**src/rtl/pa_AsyncCordic.sv**
```systemverilog
// Shared types and helpers for the dual-rail CORDIC/sqrt datapath and its front-ends.
package pa_AsyncCordic;

  typedef struct packed {
    logic data_1;
    logic data_0;
  } dual_rail_t;

  localparam dual_rail_t DR_NULL = '{data_1: 1'b0, data_0: 1'b0};

  typedef enum logic [2:0] {
    IDLE     = 3'd0,
    DRIVE    = 3'd1,
    RTZ      = 3'd2,
    WAIT_RES = 3'd3,
    RES_ACK  = 3'd4,
    RESP     = 3'd5
  } sched_state_t;

  // Single-bit dual-rail encode: 1 -> {1,0}, 0 -> {0,1}.
  function automatic dual_rail_t dr_encode(input logic b);
    dual_rail_t d;
    d.data_1 = b;
    d.data_0 = ~b;
    return d;
  endfunction

  // A codeword is legal data only when exactly one rail is high.
  function automatic logic dr_is_valid(input dual_rail_t d);
    return d.data_1 ^ d.data_0;
  endfunction

endpackage

```
**src/rtl/async_sync_ff.sv**
```systemverilog
// Multi-flop synchronizer bringing an asynchronous level into the clk domain.
module async_sync_ff #(
  parameter int unsigned STAGES = 2
) (
  input  logic clk,
  input  logic arst,
  input  logic d,
  output logic q
);

  logic [STAGES-1:0] r_sync;

  // Shift the async level through the flop chain; clears with the shared reset.
  always_ff @(posedge clk or negedge arst) begin
    if (!arst) begin
      r_sync <= '0;
    end else begin
      r_sync <= {r_sync[STAGES-2:0], d};
    end
  end

  assign q = r_sync[STAGES-1];

endmodule

```
**src/rtl/async_sqrt_scheduler.sv**
```systemverilog
// Clocked front-end sharing one asynchronous dual-rail sqrt datapath among N_REQ requesters.
module async_sqrt_scheduler import pa_AsyncCordic::*; #(
  parameter  int unsigned N_REQ          = 4,
  parameter  int unsigned SIZE           = 16,
  parameter  int unsigned SYNC_STAGES    = 2,
  parameter  int unsigned TIMEOUT_CYCLES = 1024,
  localparam int unsigned ID_W           = $clog2(N_REQ)
) (
  input  logic                      clk,
  input  logic                      arst,
  input  logic [N_REQ-1:0]          req_valid_i,
  input  logic [N_REQ*(SIZE+1)-1:0] req_data_i,
  output logic [N_REQ-1:0]          req_ready_o,
  output dual_rail_t [SIZE:0]       dr_data_o,
  input  logic                      dr_ack_i,
  input  dual_rail_t [SIZE:0]       dr_result_i,
  input  logic                      dr_result_done_i,
  output logic                      dr_result_ack_o,
  output logic                      rsp_valid_o,
  input  logic                      rsp_ready_i,
  output logic [ID_W-1:0]           rsp_id_o,
  output logic [SIZE:0]             rsp_data_o,
  output logic                      err_timeout_o,
  output logic                      err_rail_o
);

  localparam int unsigned DW    = SIZE + 1;
  localparam int unsigned CNT_W = $clog2(TIMEOUT_CYCLES + 1);

  sched_state_t        r_state, w_state_nxt;
  logic [N_REQ-1:0]    r_ready, w_ready_nxt;
  dual_rail_t [SIZE:0] r_dr_data, w_dr_data_nxt;
  logic                r_res_ack, w_res_ack_nxt;
  logic                r_rsp_valid, w_rsp_valid_nxt;
  logic [ID_W-1:0]     r_rsp_id, w_rsp_id_nxt;
  logic [SIZE:0]       r_rsp_data, w_rsp_data_nxt;
  logic [ID_W-1:0]     r_gnt, w_gnt_nxt;
  logic [ID_W-1:0]     r_rr_ptr, w_rr_ptr_nxt;
  logic [CNT_W-1:0]    r_cnt, w_cnt_nxt;
  logic                r_err_to, w_err_to_nxt;
  logic                r_err_rail, w_err_rail_nxt;

  logic                w_ack_s, w_done_s;
  logic                w_hi_vld, w_lo_vld, w_gnt_vld;
  logic [ID_W-1:0]     w_hi_idx, w_lo_idx, w_gnt_idx;
  logic [SIZE:0]       w_operand;
  logic [SIZE:0]       w_res_data;
  logic                w_rail_bad;

  async_sync_ff #(.STAGES(SYNC_STAGES)) u_sync_ack (
    .clk (clk), .arst(arst), .d(dr_ack_i), .q(w_ack_s)
  );

  async_sync_ff #(.STAGES(SYNC_STAGES)) u_sync_done (
    .clk (clk), .arst(arst), .d(dr_result_done_i), .q(w_done_s)
  );

  // Round-robin pick: first valid at/after rr_ptr, else first valid from index 0.
  always_comb begin
    w_hi_vld  = 1'b0;
    w_hi_idx  = '0;
    w_lo_vld  = 1'b0;
    w_lo_idx  = '0;
    w_operand = '0;
    for (int unsigned i = 0; i < N_REQ; i++) begin
      if (!w_hi_vld && req_valid_i[i] && (ID_W'(i) >= r_rr_ptr)) begin
        w_hi_vld = 1'b1;
        w_hi_idx = ID_W'(i);
      end
      if (!w_lo_vld && req_valid_i[i]) begin
        w_lo_vld = 1'b1;
        w_lo_idx = ID_W'(i);
      end
    end
    w_gnt_vld = w_hi_vld | w_lo_vld;
    w_gnt_idx = w_hi_vld ? w_hi_idx : w_lo_idx;
    for (int unsigned i = 0; i < N_REQ; i++) begin
      if (w_gnt_idx == ID_W'(i)) w_operand = req_data_i[i*DW +: DW];
    end
  end

  // Decode result data rails and flag any bit whose rails are equal.
  always_comb begin
    w_res_data = '0;
    w_rail_bad = 1'b0;
    for (int unsigned i = 0; i <= SIZE; i++) begin
      w_res_data[i] = dr_result_i[i].data_1;
      if (!dr_is_valid(dr_result_i[i])) w_rail_bad = 1'b1;
    end
  end

  // Next-state and next-output logic for the handshake sequencer and timeout watchdog.
  always_comb begin
    w_state_nxt     = r_state;
    w_ready_nxt     = '0;
    w_dr_data_nxt   = r_dr_data;
    w_res_ack_nxt   = r_res_ack;
    w_rsp_valid_nxt = r_rsp_valid;
    w_rsp_id_nxt    = r_rsp_id;
    w_rsp_data_nxt  = r_rsp_data;
    w_gnt_nxt       = r_gnt;
    w_rr_ptr_nxt    = r_rr_ptr;
    w_err_rail_nxt  = r_err_rail;
    w_err_to_nxt    = r_err_to;
    w_cnt_nxt       = '0;

    case (r_state)
      IDLE: begin
        if (w_gnt_vld && !w_ack_s && !w_done_s) begin
          w_ready_nxt[w_gnt_idx] = 1'b1;
          w_gnt_nxt              = w_gnt_idx;
          w_rr_ptr_nxt           = (w_gnt_idx == ID_W'(N_REQ - 1)) ? '0 : w_gnt_idx + ID_W'(1);
          for (int unsigned i = 0; i <= SIZE; i++) begin
            w_dr_data_nxt[i] = dr_encode(w_operand[i]);
          end
          w_state_nxt = DRIVE;
        end
      end
      DRIVE: begin
        if (w_ack_s) begin
          for (int unsigned i = 0; i <= SIZE; i++) begin
            w_dr_data_nxt[i] = DR_NULL;
          end
          w_state_nxt = RTZ;
        end
      end
      RTZ: begin
        if (!w_ack_s) w_state_nxt = WAIT_RES;
      end
      WAIT_RES: begin
        if (w_done_s) begin
          w_rsp_data_nxt = w_res_data;
          if (w_rail_bad) w_err_rail_nxt = 1'b1;
          w_res_ack_nxt = 1'b1;
          w_state_nxt   = RES_ACK;
        end
      end
      RES_ACK: begin
        if (!w_done_s) begin
          w_res_ack_nxt   = 1'b0;
          w_rsp_valid_nxt = 1'b1;
          w_rsp_id_nxt    = r_gnt;
          w_state_nxt     = RESP;
        end
      end
      RESP: begin
        if (rsp_ready_i) begin
          w_rsp_valid_nxt = 1'b0;
          w_state_nxt     = IDLE;
        end
      end
      default: w_state_nxt = IDLE;
    endcase

    // Watchdog counts only while stalled in a handshake state; saturates at the limit.
    if ((w_state_nxt == r_state) && (r_state inside {DRIVE, RTZ, WAIT_RES, RES_ACK})) begin
      w_cnt_nxt = (r_cnt == CNT_W'(TIMEOUT_CYCLES)) ? r_cnt : r_cnt + CNT_W'(1);
    end
    if (w_cnt_nxt == CNT_W'(TIMEOUT_CYCLES)) w_err_to_nxt = 1'b1;
  end

  // State and registered-output update with asynchronous clear.
  always_ff @(posedge clk or negedge arst) begin
    if (!arst) begin
      r_state     <= IDLE;
      r_ready     <= '0;
      r_dr_data   <= '0;
      r_res_ack   <= 1'b0;
      r_rsp_valid <= 1'b0;
      r_rsp_id    <= '0;
      r_rsp_data  <= '0;
      r_gnt       <= '0;
      r_rr_ptr    <= '0;
      r_cnt       <= '0;
      r_err_to    <= 1'b0;
      r_err_rail  <= 1'b0;
    end else begin
      r_state     <= w_state_nxt;
      r_ready     <= w_ready_nxt;
      r_dr_data   <= w_dr_data_nxt;
      r_res_ack   <= w_res_ack_nxt;
      r_rsp_valid <= w_rsp_valid_nxt;
      r_rsp_id    <= w_rsp_id_nxt;
      r_rsp_data  <= w_rsp_data_nxt;
      r_gnt       <= w_gnt_nxt;
      r_rr_ptr    <= w_rr_ptr_nxt;
      r_cnt       <= w_cnt_nxt;
      r_err_to    <= w_err_to_nxt;
      r_err_rail  <= w_err_rail_nxt;
    end
  end

  assign req_ready_o     = r_ready;
  assign dr_data_o       = r_dr_data;
  assign dr_result_ack_o = r_res_ack;
  assign rsp_valid_o     = r_rsp_valid;
  assign rsp_id_o        = r_rsp_id;
  assign rsp_data_o      = r_rsp_data;
  assign err_timeout_o   = r_err_to;
  assign err_rail_o      = r_err_rail;

endmodule

```
**config.mk**
```make
export PLATFORM = sky130hd
export DESIGN_NAME = async_sqrt_scheduler
export DESIGN_NICKNAME = d
export VERILOG_FILES = /design/src/rtl/pa_AsyncCordic.sv /design/src/rtl/async_sync_ff.sv /design/src/rtl/async_sqrt_scheduler.sv
export SDC_FILE = /design/constraint.sdc
export NUM_CORES = 1
export LEC_CHECK = 0
export ABC_AREA = 1
export CAP_MARGIN = 15
export CORE_UTILIZATION = 44
export CTS_CLUSTER_SIZE = 14
export DETAILED_ROUTE_END_ITERATION = 8
export GPL_TIMING_DRIVEN = 0
export PLACE_DENSITY_LB_ADDON = 0.1
export RECOVER_POWER = 100
export SLEW_MARGIN = 10
export SYNTH_ARGS = -nofsm -noshare
export SYNTH_HDL_FRONTEND = slang
export SYNTH_HIERARCHICAL = 1
export SYNTH_SLANG_ARGS = --single-unit
```
**constraint.sdc**
```tcl
create_clock -name clk -period 2.62 [get_ports clk]
set_clock_uncertainty 0.1 [all_clocks]
set_input_delay 0.655 -clock clk [delete_from_list [all_inputs] [get_ports clk]]
set_output_delay 0.655 -clock clk [all_outputs]
set_load 0.05 [all_outputs]
```
==> impl_metrics.py, run 1 <==
metrics = {
    "outcome": {
        "status": "finished clean",
    },
    "grt": {
        "antenna_found_initial": 0,
        "grt_max_degree": 51,
        "grt_pass1_vias": 4417,
        "grt_pass1_wl_um": 21200,
        "grt_overflow": 0,
        "grt.total_usage_pct": 26.5,
    },
    "sta": {
        "min_period_over_period_pct": 95.2,
        "tns_ns": 0,
        "max_slew_margin_pct": 17.7,
        "hold_viol_final": 0,
        "setup_viol": 0,
        "fmax_mhz": 401,
        "period_minus_slack_ns": 2.49,
        "tightest_slew_ns": 1.23,
        "slew_violations": 0,
    },
    "clocking": {
        "cts.clk_slew.worst_paths_ns": 0.09,
        "cts_tree": "yes",
        "root_buffer": "clkbuf_8",
        "cts.htree.levels": 3,
        "clkLatencyLatePin_ns": 0.36,
        "cts_buffer_depth": 2,
        "cts_num_sinks": 83,
        "cts_buffers": 9,
    },
    "drt": {
        "avgViaCountPerCell": 5.15,
        "drt_pass1_iterations": 5,
        "dr.first_iter.drc_count": 214,
        "drc_errors": 0,
        "vias": 4643,
        "wire_per_inst_um": 15.1,
        "wl_um": 13600,
        "ant_nets": 0,
    },
    "cells_and_area": {
        "drive_gt1_share_pct": 12.0,
        "mostFrequentLayoutCell": "nand2_1",
        "area_growth_syn_to_layout_pct": 52.8,
        "fin_nets": 880,
        "postLayoutCoreUtil_pct": 69.2,
        "most-common-layout-cells": "nand2_1, clkdlybuf4s50_1, dfrtp_1, dlygate4sd3_1, nand3_1",
        "num_antenna_cells": 0,
    },
    "critical_path": {
        "crit_buf_inv": 5,
        "cpLargestDelayFamily": "compound AO/OA/AOI/OAI gates",
        "cpMaxStageDelayCell": "dfrtp_1",
        "max_stage_delay_ns": 0.45,
        "crit_chain": "inv_1 -> a21oi_2 -> o21ai_2 -> nor2_2 -> nand2_1 -> nand2_2 -> inv_1 -> ha_2 -> buf_8 -> inv_8 -> buf_12 -> nand3_1 -> nand2_1 -> o21ai_0 -> o21ai_1 -> o21ai_0",
        "critPathKind": "reg -> reg",
        "crit_path_end_kind": "flip-flop",
        "start_kind": "flip-flop",
        "r2r_cells": 16,
        "reg2reg_slack_ns": 0.13,
        "regToRegStartpoint": "r_rr_ptr[1]",
        "crit_path_max_fanout": 8,
        "crit_arrival_ns": 2.62,
        "r2r-end": "dr_data_o[24]",
        "cp.required_ns": 2.75,
    },
    "yosys": {
        "synthDistinctLibCells": 34,
        "postSynthNetCount": 679,
        "synth_cells": 562,
        "synth_top_area_share_pct": 47.0,
        "yosysSeqAreaShare_pct": 47.0,
        "syn_area_per_cell_sq_um": 7.87,
        "syn-cell-area_sq_um": 4420,
        "ys_ff_latch": 83,
        "synth_area_leaders": "dfrtp_1, nand2_1, nand3_1, nor2_1, xor2_1",
        "synth_top_area_cell": "dfrtp_1",
        "yosysWarnings": 6,
    },
    "power": {
        "power.density_nw_per_um2": 1110,
        "max-vdd-ir-drop_mv": 0.555,
        "p_leak_nw": 3.24,
    },
    "worst_hold_path": {
        "hold_end": "u_sync_ack/r_sync[1]",
        "hold_start": "u_sync_ack/r_sync[0]",
        "min_path_cells": 0,
        "min_path_type": "reg -> reg",
    },
    "die": {
        "fp.dieW_um": 102,
        "rows": 36,
        "core_area_sq_um": 9770,
        "io_pins": 172,
        "die-area_sq_um": 10500,
        "start_util_pct": 45.3,
        "die_h_um": 102,
    },
    "placement": {
        "gp_congestion": 0.937,
        "io_buffers": 171,
        "hpwl_um": 10200,
    },
    "job": {
        "cap_violations": 0,
    },
}
## cell usage after synthesis
cell,count
a2bb2oi_1,1
o211ai_1,4
nand3b_1,2
inv_1,33
o21a_1,2
nand4_1,9
nor3_4,1
inv_2,6
nor3_1,3
nand2_1,182
buf_2,15
nor3_2,4
xor2_1,15
nor2_2,2
nand3_1,49
o21ai_1,10
nand2_4,2
nand3_2,2
clkbuf_1,13
o21ai_0,26
nor2_1,41
nor3b_1,1
ha_1,6
nor2_4,2
a21oi_1,12
o31ai_1,11
buf_6,1
nand2_2,2
a21oi_2,2
nor4_1,2
dfrtp_1,83
buf_4,1
xnor2_1,6
a31oi_1,11
## sequential cells by signal, indices dropped and copies added, names as in the netlist
register / flops
dr_data_o: 34
dr_result_ack_o: 1
err_rail_o: 1
err_timeout_o: 1
r_cnt: 11
r_gnt: 2
r_rr_ptr: 2
r_state: 3
req_ready_o: 4
rsp_data_o: 17
rsp_id_o: 2
rsp_valid_o: 1
u_sync_ack/r_sync: 2
u_sync_done/r_sync: 2
## power by group
part / leakage (nW) / switching (W) / internal, W
registers: 1.06 / 0.000273 / 0.00171
logic: 2.09 / 0.00302 / 0.00163
clock network: 0.0965 / 0.000510 / 0.000363
total: 3.24 / 0.00380 / 0.00370
## cell type report
class / instances / area [sq um]
multi-input cells: 410 / 2120
inverters: 39 / 154
clock buffers: 9 / 124
fillers: 793 / 3020
well taps: 133 / 166
plain buffers: 29 / 190
clock inverters: 7 / 60.1
flip-flops and latches: 83 / 2080
repair buffers: 191 / 1870
## timing repair
action                     4_1_cts  5_1_grt
setup endpoints to repair       38       34
cloned                           0        3
hold buffers                     0        0
hold endpoints to repair         0        0
resized for setup               45       30
pin swaps                        7       17
setup buffers                    6       10
## logic make-up (layout without fill, tap and decap cells)
| kind of cell | count (synthesis) | after routing | share of synthesized area [%] |
|---|---|---|---|
| adders and majority gates | 6 | 6 | 1.70 |
| DFF | 83 | 83 | 47.0 |
| buffers and inverters | 69 | 275 | 6.53 |
| xor gates and xnor gates | 21 | 21 | 4.16 |
| AOI/OAI and AO/OA | 79 | 79 | 10.5 |
| and+or+nand+nor | 304 | 304 | 30.2 |
## worst max-delay path by stage
stage          slack, ns        endpoint           start  cells after the start
2_1_floorplan      0.003    dr_data_o[0]  req_valid_i[0]                     15
3_3_place_gp       -2.12  req_ready_o[2]            arst                      1
3_5_place_dp       -1.09   dr_data_o[21]  req_valid_i[0]                     17
4_1_cts            0.002   dr_data_o[29]  req_valid_i[2]                     13
5_1_grt            -0.02   dr_data_o[14]     r_rr_ptr[1]                     16
6_report            0.13   dr_data_o[24]     r_rr_ptr[1]                     16
## stage by stage
stage          hold slack [ns]  setup slack, ns  std cells  power [W]  instance area, sq um
2_1_floorplan            0.231          0.00250        562    0.00479                  4430
3_3_place_gp             0.241            -2.12        866    0.00618                  6300
3_5_place_dp             0.236            -1.09        867    0.00628                  6320
4_1_cts                  0.233          0.00189        888    0.00747                  6680
5_1_grt                  0.278          -0.0227        901    0.00795                  6760
6_report                 0.254            0.127        901    0.00750                  6760
## per-layer routing
metal / up-vias / part of all wire (%) / wire length (um) / track usage [%]
met2: 209 / 51 / 6950 / 47.9
li1: 2241 / - / - / -
met4: 0 / 3.1 / 418 / 10.7
met1: 2158 / 39 / 5260 / 30.5
met5: - / 0 / 0 / 0
met3: 35 / 6.9 / 934 / 5.47
No activity file was read; power rests on OpenSTA's default activity.
==> run 2: changes to the inputs <==
--- a/config.mk
+++ b/config.mk
@@ -8,6 +8,7 @@
 export ABC_AREA = 1
 export CAP_MARGIN = 15
 export CORE_UTILIZATION = 44
+export CTS_CLUSTER_DIAMETER = 200
 export CTS_CLUSTER_SIZE = 14
 export DETAILED_ROUTE_END_ITERATION = 8
 export GPL_TIMING_DRIVEN = 0
==> results of run 2 <==
Same layout as run 1: the final DEF is identical, and so are final timing and power.
==> run 3: changes to the inputs <==
--- a/config.mk
+++ b/config.mk
@@ -7,7 +7,9 @@
 export LEC_CHECK = 0
 export ABC_AREA = 1
 export CAP_MARGIN = 15
-export CORE_UTILIZATION = 44
+export CELL_PAD_IN_SITES_DETAIL_PLACEMENT = 1
+export CELL_PAD_IN_SITES_GLOBAL_PLACEMENT = 1
+export CORE_UTILIZATION = 31
 export CTS_CLUSTER_DIAMETER = 200
 export CTS_CLUSTER_SIZE = 14
 export DETAILED_ROUTE_END_ITERATION = 8
==> impl_metrics.py, run 3 (synthesized netlist as in run 1, its figures left out) <==
metrics = {
    "cells_and_area": {
        "num-fill-cells": 1661,
        "num_antenna_cells": 0,
        "drive_gt1_share_pct": 12.9,
        "area_growth_syn_to_layout_pct": 59.0,
        "largest_reg_flops": 34,
        "regArea_sq_um": 2080,
        "mostFrequentLayoutCell": "nand2_1",
        "most-common-layout-cells": "nand2_1, clkdlybuf4s50_1, dfrtp_1, nand3_1, nor2_1",
        "multiInputGateArea_sq_um": 2220,
        "fin_nets": 873,
    },
    "drt": {
        "wl_um": 15900,
        "vias": 4587,
        "wire_per_inst_um": 16.9,
        "dr.first_iter.drc_count": 222,
        "drt_pass1_iterations": 4,
        "ant_nets": 0,
        "drc_errors": 0,
        "avgViaCountPerCell": 4.87,
    },
    "sta": {
        "setup_viol": 0,
        "period_minus_slack_ns": 2.55,
        "rsz0062_at_grt": "yes",
        "min_period_over_period_pct": 97.2,
        "finalWorstSetupSlack_ns": 0.0726,
        "slew_violations": 0,
        "hold_viol_final": 0,
        "fmax_mhz": 393,
        "tightest_slew_ns": 1.15,
        "max_slew_margin_pct": 23.7,
        "tns_ns": 0,
    },
    "clocking": {
        "cts.htree.levels": 3,
        "cts.clk_slew.worst_paths_ns": 0.06,
        "clkLatencyLatePin_ns": 0.34,
        "cts_tree": "yes",
        "ctsHoldBuffers": 0,
        "cts_buffer_depth": 2,
        "cts_num_sinks": 83,
        "root_buffer": "clkbuf_16",
        "cts_buffers": 9,
    },
    "grt": {
        "global_route.usage.met2_pct": 39.9,
        "met1_usage_pct": 24.8,
        "antenna_found_initial": 0,
        "grt_overflow": 0,
        "grt.total_usage_pct": 21.8,
        "grt_max_degree": 64,
        "met3_usage_pct": 4.56,
        "top_usage_layer": "met2",
        "grt_pass1_wl_um": 24700,
        "grt_pass1_vias": 4926,
    },
    "critical_path": {
        "crit_path_end_kind": "flip-flop",
        "critPathLaunch": "req_valid_i[0]",
        "path_common_cell": "nand2_1",
        "crit_chain": "dlygate4sd2_1 -> inv_2 -> nor3_2 -> a21oi_2 -> o21ai_2 -> nor2_2 -> nand2_1 -> nand2_2 -> inv_2 -> ha_4 -> inv_8 -> clkbuf_16 -> a31oi_2 -> o31ai_2 -> nand2_1 -> nand2_1",
        "max_stage_delay_ns": 0.29,
        "crit_path_max_fanout": 10,
        "crit_arrival_ns": 2.73,
        "cpLargestDelayFamily": "buffers and inverters",
        "cp.required_ns": 2.80,
        "critPathKind": "in -> reg",
        "start_kind": "primary input",
        "regToRegStartpoint": "r_rr_ptr[1]",
        "crit_buf_inv": 5,
        "cpMaxStageDelayCell": "o31ai_2",
    },
    "power": {
        "finalPower_w": 0.00840,
        "max-vdd-ir-drop_mv": 0.549,
        "p_leak_nw": 3.19,
        "power.density_nw_per_um2": 1190,
    },
    "die": {
        "core_area_sq_um": 13900,
        "io_pins": 172,
        "rows": 43,
        "start_util_pct": 31.9,
        "fp.dieW_um": 121,
        "die-area_sq_um": 14700,
        "die_h_um": 121,
    },
    "worst_hold_path": {
        "hold_start": "u_sync_ack/r_sync[0]",
        "min_path_type": "reg -> reg",
    },
    "job": {
        "cap_violations": 0,
    },
    "placement": {
        "gp_congestion": 0.913,
        "pre_cts_slack_ns": -1.07,
        "io_buffers": 171,
        "hpwl_um": 11800,
    },
    "outcome": {
        "status": "finished clean",
    },
}
-- run 3: cell types whose count changed in the layout (fill, tap and decap cells not counted), sizes merged --
| cell | before | now |
|---|---|---|
| clkbuf | 32 | 27 |
| dlygate4sd2 | 0 | 3 |
| buf | 29 | 27 |
| clkinvlp | 0 | 1 |
| dlymetal6s2s | 1 | 0 |
| clkinv | 4 | 2 |
| bufinv | 0 | 2 |
| clkdlybuf4s50 | 104 | 165 |
| dlygate4sd3 | 63 | 2 |
| inv | 42 | 39 |
-- run 3: what timing repair did --
item                       in CTS  in global routing
gates resized for setup        60                 41
pin swaps                      15                 23
setup buffers                   6                  4
setup endpoints to repair      38                 34
gates cloned                    2                  1
-- run 3: final timing paths --
check                      slack, ns  cells past startpoint              endpoint
max                             0.07                     16          dr_data_o[3]
min                             0.25                      0  u_sync_ack/r_sync[1]
max reg2reg                     0.23                     14          dr_data_o[3]
min reg2reg                     0.25                      0  u_sync_ack/r_sync[1]
max in group asynchronous       0.43                      2          dr_data_o[0]
min in group asynchronous       0.42                      1         rsp_data_o[7]
-- run 3: worst reg2reg max path, cell delays in order (launching register included) --
cell	delay [ns]
dfrtp_1	0.40
inv_1	0.09
a21oi_2	0.20
o21ai_2	0.09
nor2_2	0.13
nand2_1	0.10
nand2_2	0.11
inv_2	0.08
ha_4	0.22
inv_8	0.11
clkbuf_16	0.15
a31oi_2	0.10
o31ai_2	0.29
nand2_1	0.10
nand2_1	0.07
-- run 3: final cells by class --
type                    instances  area share [%]
flip-flops and latches         83            29.5
inverters                      39            2.26
plain buffers                  28            2.72
clock inverters                 5            1.10
repair buffers                185            26.3
clock buffers                  11            3.31
multi-input cells             410            31.6
well taps                     180            3.20
-- run 3: per-layer routing --
metal	part of all wire (%)	vias up
met1	40	2205
met2	52	143
li1	-	2220
met4	1.9	0
met3	5.8	19
met5	0	-
-- run 3: per-stage QoR --
stage	area [sq um]	hold WS [ns]	utilization, %	std cells
2_1_floorplan	4430	0.231	-	562
3_3_place_gp	6360	0.241	45.8	913
3_5_place_dp	6390	0.236	46.0	914
4_1_cts	6940	0.106	50.0	937
5_1_grt	7030	0.252	50.7	941
6_report	7030	0.254	50.7	941
-- run 3: power by group --
group | total [W] | internal, W | switching (W) | leakage, nW
Clock | 0.00135 | 0.000832 | 0.000517 | 0.150
Combinational | 0.00505 | 0.00185 | 0.00321 | 1.99
Sequential | 0.00199 | 0.00171 | 0.000283 | 1.06
